`config.mk`:
```
export PLATFORM = sky130hd
export DESIGN_NAME = ps2_host_tx_flat
export DESIGN_NICKNAME = d
export VERILOG_FILES = /design/src/rtl/ps2_pkg.sv /design/src/rtl/ps2_host_tx_if.sv /design/src/rtl/ps2_tx_timer.sv /design/src/rtl/ps2_host_tx.sv /design/src/flat_wrapper.sv
export SDC_FILE = /design/constraint.sdc
export NUM_CORES = 1
export LEC_CHECK = 0
export BUFFER_PORTS_ARGS = -buffer_cell sky130_fd_sc_hd__buf_2
export CAP_MARGIN = 20
export CORE_UTILIZATION = 59
export CTS_CLUSTER_DIAMETER = 120
export DETAILED_ROUTE_END_ITERATION = 12
export MAX_ROUTING_LAYER = met4
export PLACE_DENSITY = 0.79
export SLEW_MARGIN = 0
export SYNTH_ARGS = -nofsm -noshare
export SYNTH_HDL_FRONTEND = slang
export SYNTH_SLANG_ARGS = --single-unit
```
`constraint.sdc`:
```
create_clock -name clk -period 2.82 [get_ports clk]
set_clock_uncertainty 0.15 [all_clocks]
set_input_delay 0.141 -clock clk [delete_from_list [all_inputs] [get_ports clk]]
set_output_delay 0.141 -clock clk [all_outputs]
set_load 0.03 [all_outputs]
```
`src/rtl/ps2_pkg.sv`:
```
// Shared PS/2 definitions: transmitter state encoding, timing defaults and parity helper.
// Also imported by the PS/2 receiver.
package ps2_pkg;

    localparam int unsigned INHIBIT_CYCLES_DEFAULT = 2700;
    localparam int unsigned TIMEOUT_CYCLES_DEFAULT = 405000;
    localparam int unsigned TIMER_WIDTH            = 19;

    typedef enum logic [2:0] {
        IDLE,
        INHIBIT,
        BITS,
        ACK,
        WAIT_IDLE
    } txState_t;

    // Odd parity: the frame's data bits plus this bit always contain an odd number of ones.
    function automatic logic oddParity(input logic [7:0] b);
        return ~^b;
    endfunction

endpackage

```
`src/rtl/ps2_host_tx_if.sv`:
```
// Byte request/response channel between a requester and the PS/2 host transmitter.
interface ps2_host_tx_if;

    logic       txValid;
    logic [7:0] txData;
    logic       txReady;
    logic       txDone;
    logic       txAckErr;
    logic       txTimeout;

    modport master (
        output txValid, txData,
        input  txReady, txDone, txAckErr, txTimeout
    );

    modport slave (
        input  txValid, txData,
        output txReady, txDone, txAckErr, txTimeout
    );

endinterface

```
`src/rtl/ps2_tx_timer.sv`:
```
// Loadable down-counter shared by the inhibit delay and the device-clock watchdog.
module ps2_tx_timer
    import ps2_pkg::*;
(
    input  logic                   clk,
    input  logic                   reset,
    input  logic                   load,
    input  logic [TIMER_WIDTH-1:0] loadValue,
    input  logic                   enable,
    output logic                   zero
);

    logic [TIMER_WIDTH-1:0] count;

    // Stops at zero so an expired interval stays expired until reloaded.
    always_ff @(posedge clk or posedge reset) begin
        if (reset) begin
            count <= '0;
        end else if (load) begin
            count <= loadValue;
        end else if (enable && !zero) begin
            count <= count - 1'b1;
        end
    end

    assign zero = (count == '0);

endmodule

```
`src/rtl/ps2_host_tx.sv`:
```
// PS/2 host-to-device byte transmitter (open-drain clock/data enables).
// Optional watchdog on device clocking enabled by defining PS2_TX_TIMEOUT_EN.
module ps2_host_tx
    import ps2_pkg::*;
#(
    parameter int unsigned INHIBIT_CYCLES = INHIBIT_CYCLES_DEFAULT,
    parameter int unsigned TIMEOUT_CYCLES = TIMEOUT_CYCLES_DEFAULT
)(
    input  logic         clk,
    input  logic         reset,
    input  logic         ps2Clk,
    input  logic         ps2Data,
    ps2_host_tx_if.slave tx,
    output logic         clkOe,
    output logic         dataOe,
    output logic         rxInhibit
);

    localparam logic [TIMER_WIDTH-1:0] INHIBIT_LOAD = TIMER_WIDTH'(INHIBIT_CYCLES - 1);
    localparam logic [TIMER_WIDTH-1:0] TIMEOUT_LOAD = TIMER_WIDTH'(TIMEOUT_CYCLES - 1);

    txState_t state;
    txState_t stateNext;

    logic [7:0]             txByte;
    logic                   parityBit;
    logic                   dataOeReg;
    logic                   dataOeNext;
    logic [3:0]             bitCnt;
    logic [3:0]             bitCntNext;
    logic                   ackErr;
    logic                   ackErrNext;
    logic                   prevClk;
    logic                   fallEdge;
    logic                   accept;
    logic                   startBit;
    logic                   doneNow;
    logic                   timeoutNow;
    logic                   watchdogFire;
    logic                   timerLoad;
    logic [TIMER_WIDTH-1:0] timerLoadValue;
    logic                   timerEnable;
    logic                   timerZero;

    assign fallEdge    = prevClk && !ps2Clk;
    assign timerEnable = (state != IDLE);

    ps2_tx_timer u_timer (
        .clk       (clk),
        .reset     (reset),
        .load      (timerLoad),
        .loadValue (timerLoadValue),
        .enable    (timerEnable),
        .zero      (timerZero)
    );

`ifdef PS2_TX_TIMEOUT_EN
    assign watchdogFire = ((state == BITS) || (state == ACK) || (state == WAIT_IDLE)) && timerZero;
`else
    assign watchdogFire = 1'b0;
`endif

    always_ff @(posedge clk or posedge reset) begin
        if (reset) begin
            state <= IDLE;
        end else begin
            state <= stateNext;
        end
    end

    always_comb begin
        stateNext      = state;
        dataOeNext     = dataOeReg;
        bitCntNext     = bitCnt;
        ackErrNext     = ackErr;
        timerLoad      = 1'b0;
        timerLoadValue = TIMEOUT_LOAD;
        accept         = 1'b0;
        startBit       = 1'b0;
        doneNow        = 1'b0;
        timeoutNow     = 1'b0;

        case (state)
            IDLE: begin
                dataOeNext = 1'b0;
                ackErrNext = 1'b0;
                if (tx.txValid) begin
                    accept         = 1'b1;
                    timerLoad      = 1'b1;
                    timerLoadValue = INHIBIT_LOAD;
                    stateNext      = INHIBIT;
                end
            end
            INHIBIT: begin
                if (timerZero) begin
                    startBit   = 1'b1;
                    dataOeNext = 1'b1;
                    bitCntNext = '0;
                    timerLoad  = 1'b1;
                    stateNext  = BITS;
                end
            end
            BITS: begin
                // bitCnt holds the number of edges already seen; edge n = bitCnt + 1.
                if (fallEdge) begin
                    timerLoad  = 1'b1;
                    bitCntNext = bitCnt + 4'd1;
                    if (bitCnt < 4'd8) begin
                        dataOeNext = ~txByte[bitCnt[2:0]];
                    end else if (bitCnt == 4'd8) begin
                        dataOeNext = ~parityBit;
                    end else begin
                        dataOeNext = 1'b0;
                        stateNext  = ACK;
                    end
                end
            end
            ACK: begin
                if (fallEdge) begin
                    timerLoad  = 1'b1;
                    ackErrNext = ps2Data;
                    stateNext  = WAIT_IDLE;
                end
            end
            WAIT_IDLE: begin
                if (ps2Clk && ps2Data) begin
                    doneNow   = 1'b1;
                    stateNext = IDLE;
                end
            end
            default: begin
                stateNext = IDLE;
            end
        endcase

        if (watchdogFire) begin
            timeoutNow = 1'b1;
            doneNow    = 1'b1;
            dataOeNext = 1'b0;
            ackErrNext = 1'b0;
            timerLoad  = 1'b0;
            stateNext  = IDLE;
        end
    end

    always_ff @(posedge clk or posedge reset) begin
        if (reset) begin
            txByte    <= '0;
            parityBit <= 1'b0;
            dataOeReg <= 1'b0;
            bitCnt    <= '0;
            ackErr    <= 1'b0;
            prevClk   <= 1'b1;
        end else begin
            prevClk   <= ps2Clk;
            dataOeReg <= dataOeNext;
            bitCnt    <= bitCntNext;
            ackErr    <= ackErrNext;
            if (accept) begin
                txByte    <= tx.txData;
                parityBit <= oddParity(tx.txData);
            end
        end
    end

    // Start bit is driven combinationally so it overlaps the last inhibit cycle.
    assign clkOe        = (state == INHIBIT);
    assign dataOe       = (dataOeReg && !timeoutNow) || startBit;
    assign rxInhibit    = (state != IDLE);
    assign tx.txReady   = (state == IDLE);
    assign tx.txDone    = doneNow;
    assign tx.txAckErr  = doneNow && !timeoutNow && ackErr;
    assign tx.txTimeout = timeoutNow;

endmodule

```
`src/flat_wrapper.sv`:
```
// flat-port wrapper written by rule: the top's interface ports become plain ports
module ps2_host_tx_flat import ps2_pkg::*;
#(
    parameter int unsigned INHIBIT_CYCLES = INHIBIT_CYCLES_DEFAULT,
    parameter int unsigned TIMEOUT_CYCLES = TIMEOUT_CYCLES_DEFAULT
)
  (clk, reset, ps2Clk, ps2Data, clkOe, dataOe, rxInhibit, tx_txValid, tx_txData, tx_txReady, tx_txDone, tx_txAckErr, tx_txTimeout);
  ps2_host_tx_if tx_i ();
  input  logic clk;
  input  logic reset;
  input  logic ps2Clk;
  input  logic ps2Data;
  output logic clkOe;
  output logic dataOe;
  output logic rxInhibit;
  input wire logic [$bits(tx_i.txValid)-1:0] tx_txValid;
  input wire logic [$bits(tx_i.txData)-1:0] tx_txData;
  output wire logic [$bits(tx_i.txReady)-1:0] tx_txReady;
  output wire logic [$bits(tx_i.txDone)-1:0] tx_txDone;
  output wire logic [$bits(tx_i.txAckErr)-1:0] tx_txAckErr;
  output wire logic [$bits(tx_i.txTimeout)-1:0] tx_txTimeout;
  assign tx_i.txValid = tx_txValid;
  assign tx_i.txData = tx_txData;
  assign tx_txReady = tx_i.txReady;
  assign tx_txDone = tx_i.txDone;
  assign tx_txAckErr = tx_i.txAckErr;
  assign tx_txTimeout = tx_i.txTimeout;
  ps2_host_tx #(.INHIBIT_CYCLES(INHIBIT_CYCLES), .TIMEOUT_CYCLES(TIMEOUT_CYCLES)) u_core (.clk(clk), .reset(reset), .ps2Clk(ps2Clk), .ps2Data(ps2Data), .tx(tx_i), .clkOe(clkOe), .dataOe(dataOe), .rxInhibit(rxInhibit));
endmodule
```
==> Word-level counts from Yosys, hierarchy flattened <==
Index checks and enable logic that the tools add are counted.
{ "op_classes": {"bitwise_logic": 2, "order_cmp": 2, "n_reduce_logical": 20, "n_mux": 32, "eq_ne": 12, "add_sub_neg": 2} }
{ "op_table": {"columns": ["op", "n"], "rows": [
  ["19-bit two-way mux", 4],
  ["3-bit two-way mux", 7],
  ["19-bit zero test", 1],
  ["19-bit by 1-bit subtractor with 19-bit output (second input constant)", 1],
  ["3-bit case mux with 5 select lines", 1],
  ["1-bit two-way mux", 13],
  ["4-bit two-way mux", 2],
  ["2-bit by 1-bit != test with 1-bit output (second input constant)", 4],
  ["4-bit case mux with 2 select lines", 1],
  ["8-bit XNOR reduction", 1],
  ["7-bit AND reduction", 1],
  ["3-bit by 2-bit == test with 1-bit output (second input constant)", 2],
  ["2-bit != test (second input constant)", 3],
  ["1-bit case mux with 3 select lines", 2],
  ["3-bit AND reduction", 2],
  ["2-bit nonzero test", 3],
  ["3-bit nonzero test", 2],
  ["4-bit by 1-bit adder with 4-bit output (second input constant)", 1],
  ["4-bit == test (second input constant)", 1],
  ["1-bit logical AND", 4],
  ["3-bit by 4-bit < comparator with 1-bit output (second input constant)", 1],
  ["4-bit < comparator (second input constant)", 1],
  ["1-bit binary-select mux with 3-bit select", 1],
  ["3-bit by 1-bit == test with 1-bit output (second input constant)", 1],
  ["8 further kinds", 10]
]} }
{ "word_totals": {"word_cells": 78, "output_inout_bits": 7, "regBits": 38} }

==> Logic depth before layout (Yosys ltp) <==
{ "depth": {"word_depth": 6, "depth_mapped": 8, "mapped_depth_nobuf": 7} }

==> Cells and area by module <==
From an unflattened synthesis, not the netlist that was laid out.
{ "hier_totals": {"cells_unflattened": 266, "hier_area_um2": 2431.1} }
{ "by_module_without_submodules": {"columns": ["module", "n_inst", "area_each_um2", "cells_per_inst", "seq_area_each_um2"], "rows": [
  ["ps2_tx_timer", 1, 1333.8, 159, 475.5],
  ["ps2_host_tx", 1, 1097.3, 107, 476.7]
]} }

==> Worst setup path after synthesis <==
OpenSTA, ideal clock, no wires.
{ "synth_timing": {"kind": "flip-flop to flip-flop", "from": "register u_core.state[1]", "to": "register u_core.u_timer.count[13]", "t_arrival_ps": 2203, "path_buffers": 1, "required_ps": 2587, "setup_ps": 83, "synth_period_minus_slack_ps": 2435, "slack_ps": 385, "stages_incl_launch_ff": 8, "cell_sequence": "dfrtp_1 -> buf_4 -> or3_1 -> inv_1 -> nor3_1 -> nand3_1 -> or3_1 -> a31oi_1"} }
{ "synth_via": {"word_cells_on_any_way": 11} }
{ "synth_rtl": {"columns": ["element", "line_no", "source"], "rows": [
  ["start, declared", "ps2_host_tx.sv:22", "txState_t state;"],
  ["start signal, assigned", "ps2_host_tx.sv:67", "state <= stateNext;"],
  ["3-bit nonzero test", null, null],
  ["net rxInhibit", "flat_wrapper.sv:15", "output logic rxInhibit;"],
  ["1-bit logical AND", "ps2_tx_timer.sv:21", "end else if (enable && !zero) begin"],
  ["2-bit nonzero test (no source line)", null, null],
  ["end signal, assigned", "ps2_tx_timer.sv:20", "count <= loadValue;"],
  ["end signal, assigned", "ps2_tx_timer.sv:22", "count <= count - 1'b1;"],
  ["end, declared", "ps2_tx_timer.sv:13", "logic [TIMER_WIDTH-1:0] count;"]
]} }
The timed path passes the listed nets, and every way through them passes these cells.
A chain may end at the register's enable or synchronous reset.

==> Worst setup path after layout <==
{ "layout_timing": {"from": "register u_core.u_timer.count[0]", "to": "output dataOe"} }
{ "layout_via": {"elab_chain_cells": 4} }
{ "layout_lines": {"columns": ["element", "line_no", "source"], "rows": [
  ["19-bit zero test", "ps2_tx_timer.sv:26", "assign zero = (count == '0);"],
  ["1-bit two-way mux", "ps2_host_tx.sv:95", "if (timerZero) begin"],
  ["1-bit two-way mux", "ps2_host_tx.sv:83", "case (state)"],
  ["1-bit logical OR", "ps2_host_tx.sv:168", "assign dataOe = (dataOeReg && !timeoutNow) || startBit;"],
  ["end, declared", "flat_wrapper.sv:14", "output logic dataOe;"]
]} }
Every way passes these cells.

==> results.ini <==
[run_status]
outcome=complete, no violations

[critical_path]
start_kind=register
cp_max_fo=7
cp.arrival_ns=2.30
path_cells=inv_1, ha_1, nor3b_1, and2_1, and3_1, or2_1, buf_2
path_class=register to primary output
critPathMaxStageDelay_ns=0.42
cpLargestDelayFamily=simple AND/OR/NAND/NOR gates
crit_buf_inv=2
required_ns=2.53
cp_slowest_cell=dfrtp_1
end_kind=primary output

[grt]
grt_first_pass_wirelength_um=8880
grt_use_total_pct=29.4
grt_max_degree=26
grt_pass1_vias=1906
antenna_found_initial=0
overflow=0

[synthesis]
synth.cell_area_mm2=0.00224
synthAdderAreaFrac_pct=2.23
synth_seq_cells=38
synth_flop_cell=dfrtp_1
synth-edff-count=0
synth_nets=248
synth.distinct_cells=51
synth_top_family_by_area=simple AND/OR/NAND/NOR gates
ys_seq_area_share_pct=42.4
synth-compound-area-share_pct=12.6
async_flop_share_pct=100
synth_mux_area_share_pct=8.03
synth_warnings=0
synth-simple-area-share_pct=21.9
syn_inst=231
syn_area_per_cell_um2=9.72
synth_xor_area_share_pct=8.19

[timing]
rsz0062_at_grt=false
drv_slew=0
slew_headroom_pct=51.7
worst_pin_slew_ns=0.719
fin_crit_ns=2.59
fin_setup_tns_ns=0
max_freq_ghz=0.387
finalCritPeriodShare_pct=91.7
final_hold_viol_count=0
setup_viol=0

[finish]
fin_nets=278
drive_gt1_share_pct=21.8
area_growth_pct=16.9
diodes=0
final_cell_mix=dfrtp_1, nor2_1, buf_2
finalInstanceArea_mm2=0.00263
mostFrequentLayoutCell=dfrtp_1
fillers=279

[cts]
cts_tree=built
worstSkewPairLatency_ns=0.30
clockBufferDepth=2
clock-root-buffer=clkbuf_8
post_cts_resized=0
clock-sinks=38
path_clk_slew_ns=0.08
h-tree-depth=2
cts_buffers=5

[detailed_routing]
first_pass_iters=6
totalWireLength_um=5130
routedWlPerCell_um=16.5
via_per_inst=6.09
vias=1889
first_iter_violations=151
drc=0
ant_nets=0

[pwr]
power_density_mw_per_mm2=915
peakVddDrop_mv=0.535
p_leak_uw=0.00113

[place]
gp_congestion=0.966
place_hpwl_um=3410
port_buffers=18
placed_area_mm2=0.00237

[floorplan]
core_area_mm2=0.00366
initial_core_util_pct=61.3
die_area_mm2=0.00406
rows=22
die_y_um=63.7
pin_count=20
dieWidth_um=63.7

[min_path]
hold_class=input port to register

[job]
maxCapViolCount=0

==> worst paths after layout <==
| check | start | to | slack (ns) | cells past startpoint |
|---|---|---|---|---|
| hold reg to reg | u_core.ackErr | u_core.ackErr | 0.34 | 2 |
| min in group asynchronous | reset | u_core.u_timer.count[16] | 0.28 | 3 |
| setup / recovery | u_core.u_timer.count[0] | dataOe | 0.23 | 7 |
| setup reg to reg | u_core.u_timer.count[2] | u_core.u_timer.count[15] | 0.37 | 5 |
| max in group asynchronous | reset | u_core.prevClk | 1.43 | 4 |
| hold / removal | tx_txValid | u_core.u_timer.count[2] | 0.1 | 4 |
==> report_power, final <==
part	switching, uW	internal [uW]	total, uW
registers	205	737	942
clock network	210	378	587
logic	458	413	871
total	873	1530	2400
==> repair_timing <==
action	in CTS	in global routing
hold endpoints to repair	23	0
setup buffers	0	0
hold buffers	11	0
==> state kept, by name, indices dropped and copies added (netlist names) <==
signal / flops
u_core.txByte: 8
u_core.ackErr: 1
u_core.u_timer.count: 19
u_core.dataOeReg: 1
u_core.parityBit: 1
u_core.bitCnt: 4
u_core.prevClk: 1
u_core.state: 3
==> synth_stat cells (all sizes together), types with 2 or more instances <==
library cell   n  area [um2]
nor2b          2        12.5
nor4           7        62.6
a31oi          4        31.3
o22ai          2        12.5
and2           2        12.5
nand3          4        20.0
o211ai         4        30.0
nor2          22        82.6
clkbuf         8        30.0
mux2          12         135
o31ai          2        15.0
nor3          12        60.1
xnor2         10        87.6
nand4          4        25.0
or3            8        50.1
dfrtp         37         926
or2            2        12.5
xor2          11        96.3
a21oi         10        50.1
ha             4        50.1
nand2b         2        12.5
inv            9        33.8
o21ai         10        61.3
mux4           2        45.0
buf            4        37.5
or4            2        18.8
nand3b         2        15.0
nand2         17        66.3
==> stage by stage <==
stage | instances | hold WS (ns) | util, % | setup slack, ns | power [uW]
global route | 310 | 0.117 | 71.7 | 0.110 | 2540
finish | 310 | 0.0989 | 71.7 | 0.234 | 2400
detailed placement | 291 | 0.0616 | 64.8 | 0.424 | 1790
floorplan | 231 | -0.00452 | - | 0.385 | 1590
global placement | 291 | 0.0563 | 64.8 | 0.468 | 1760
CTS | 310 | 0.101 | 71.7 | 0.238 | 2390
==> final cells by class <==
cell class | count | area, um2 | area share, %
well taps | 48 | 60.1 | 2.29
clock buffers | 6 | 82.6 | 3.15
repair buffers | 35 | 245 | 9.34
flip-flops and latches | 38 | 952 | 36.3
inverters | 9 | 33.8 | 1.29
clock inverters | 2 | 60.1 | 2.29
multi-input cells | 172 | 1190 | 45.4
==> worst register-to-register path, cell delays in order (launching register included) <==
cell and delay [ns]:
dfrtp_1 0.42, or3_1 0.54, nor3_1 0.49, nand3_1 0.24, or3_1 0.39, a21oi_1 0.15
==> cell families after synthesis <==
logic type / Yosys count
other: 1
buffers and inverters: 21
multiplexers: 14
flip-flops: 38
XOR/XNOR: 21
AND/OR/NAND/NOR: 91
adder cells (fa/ha/maj): 4
AO/OA/AOI/OAI: 41
==> metal layers <==
layer,part of all wire [%],global-route usage [%]
met1,44,36.3
met2,49,48.3
met3,5.0,5.80
met4,2.3,9.66
met5,0,-
Note: power is estimated with default switching activity, not from simulation.
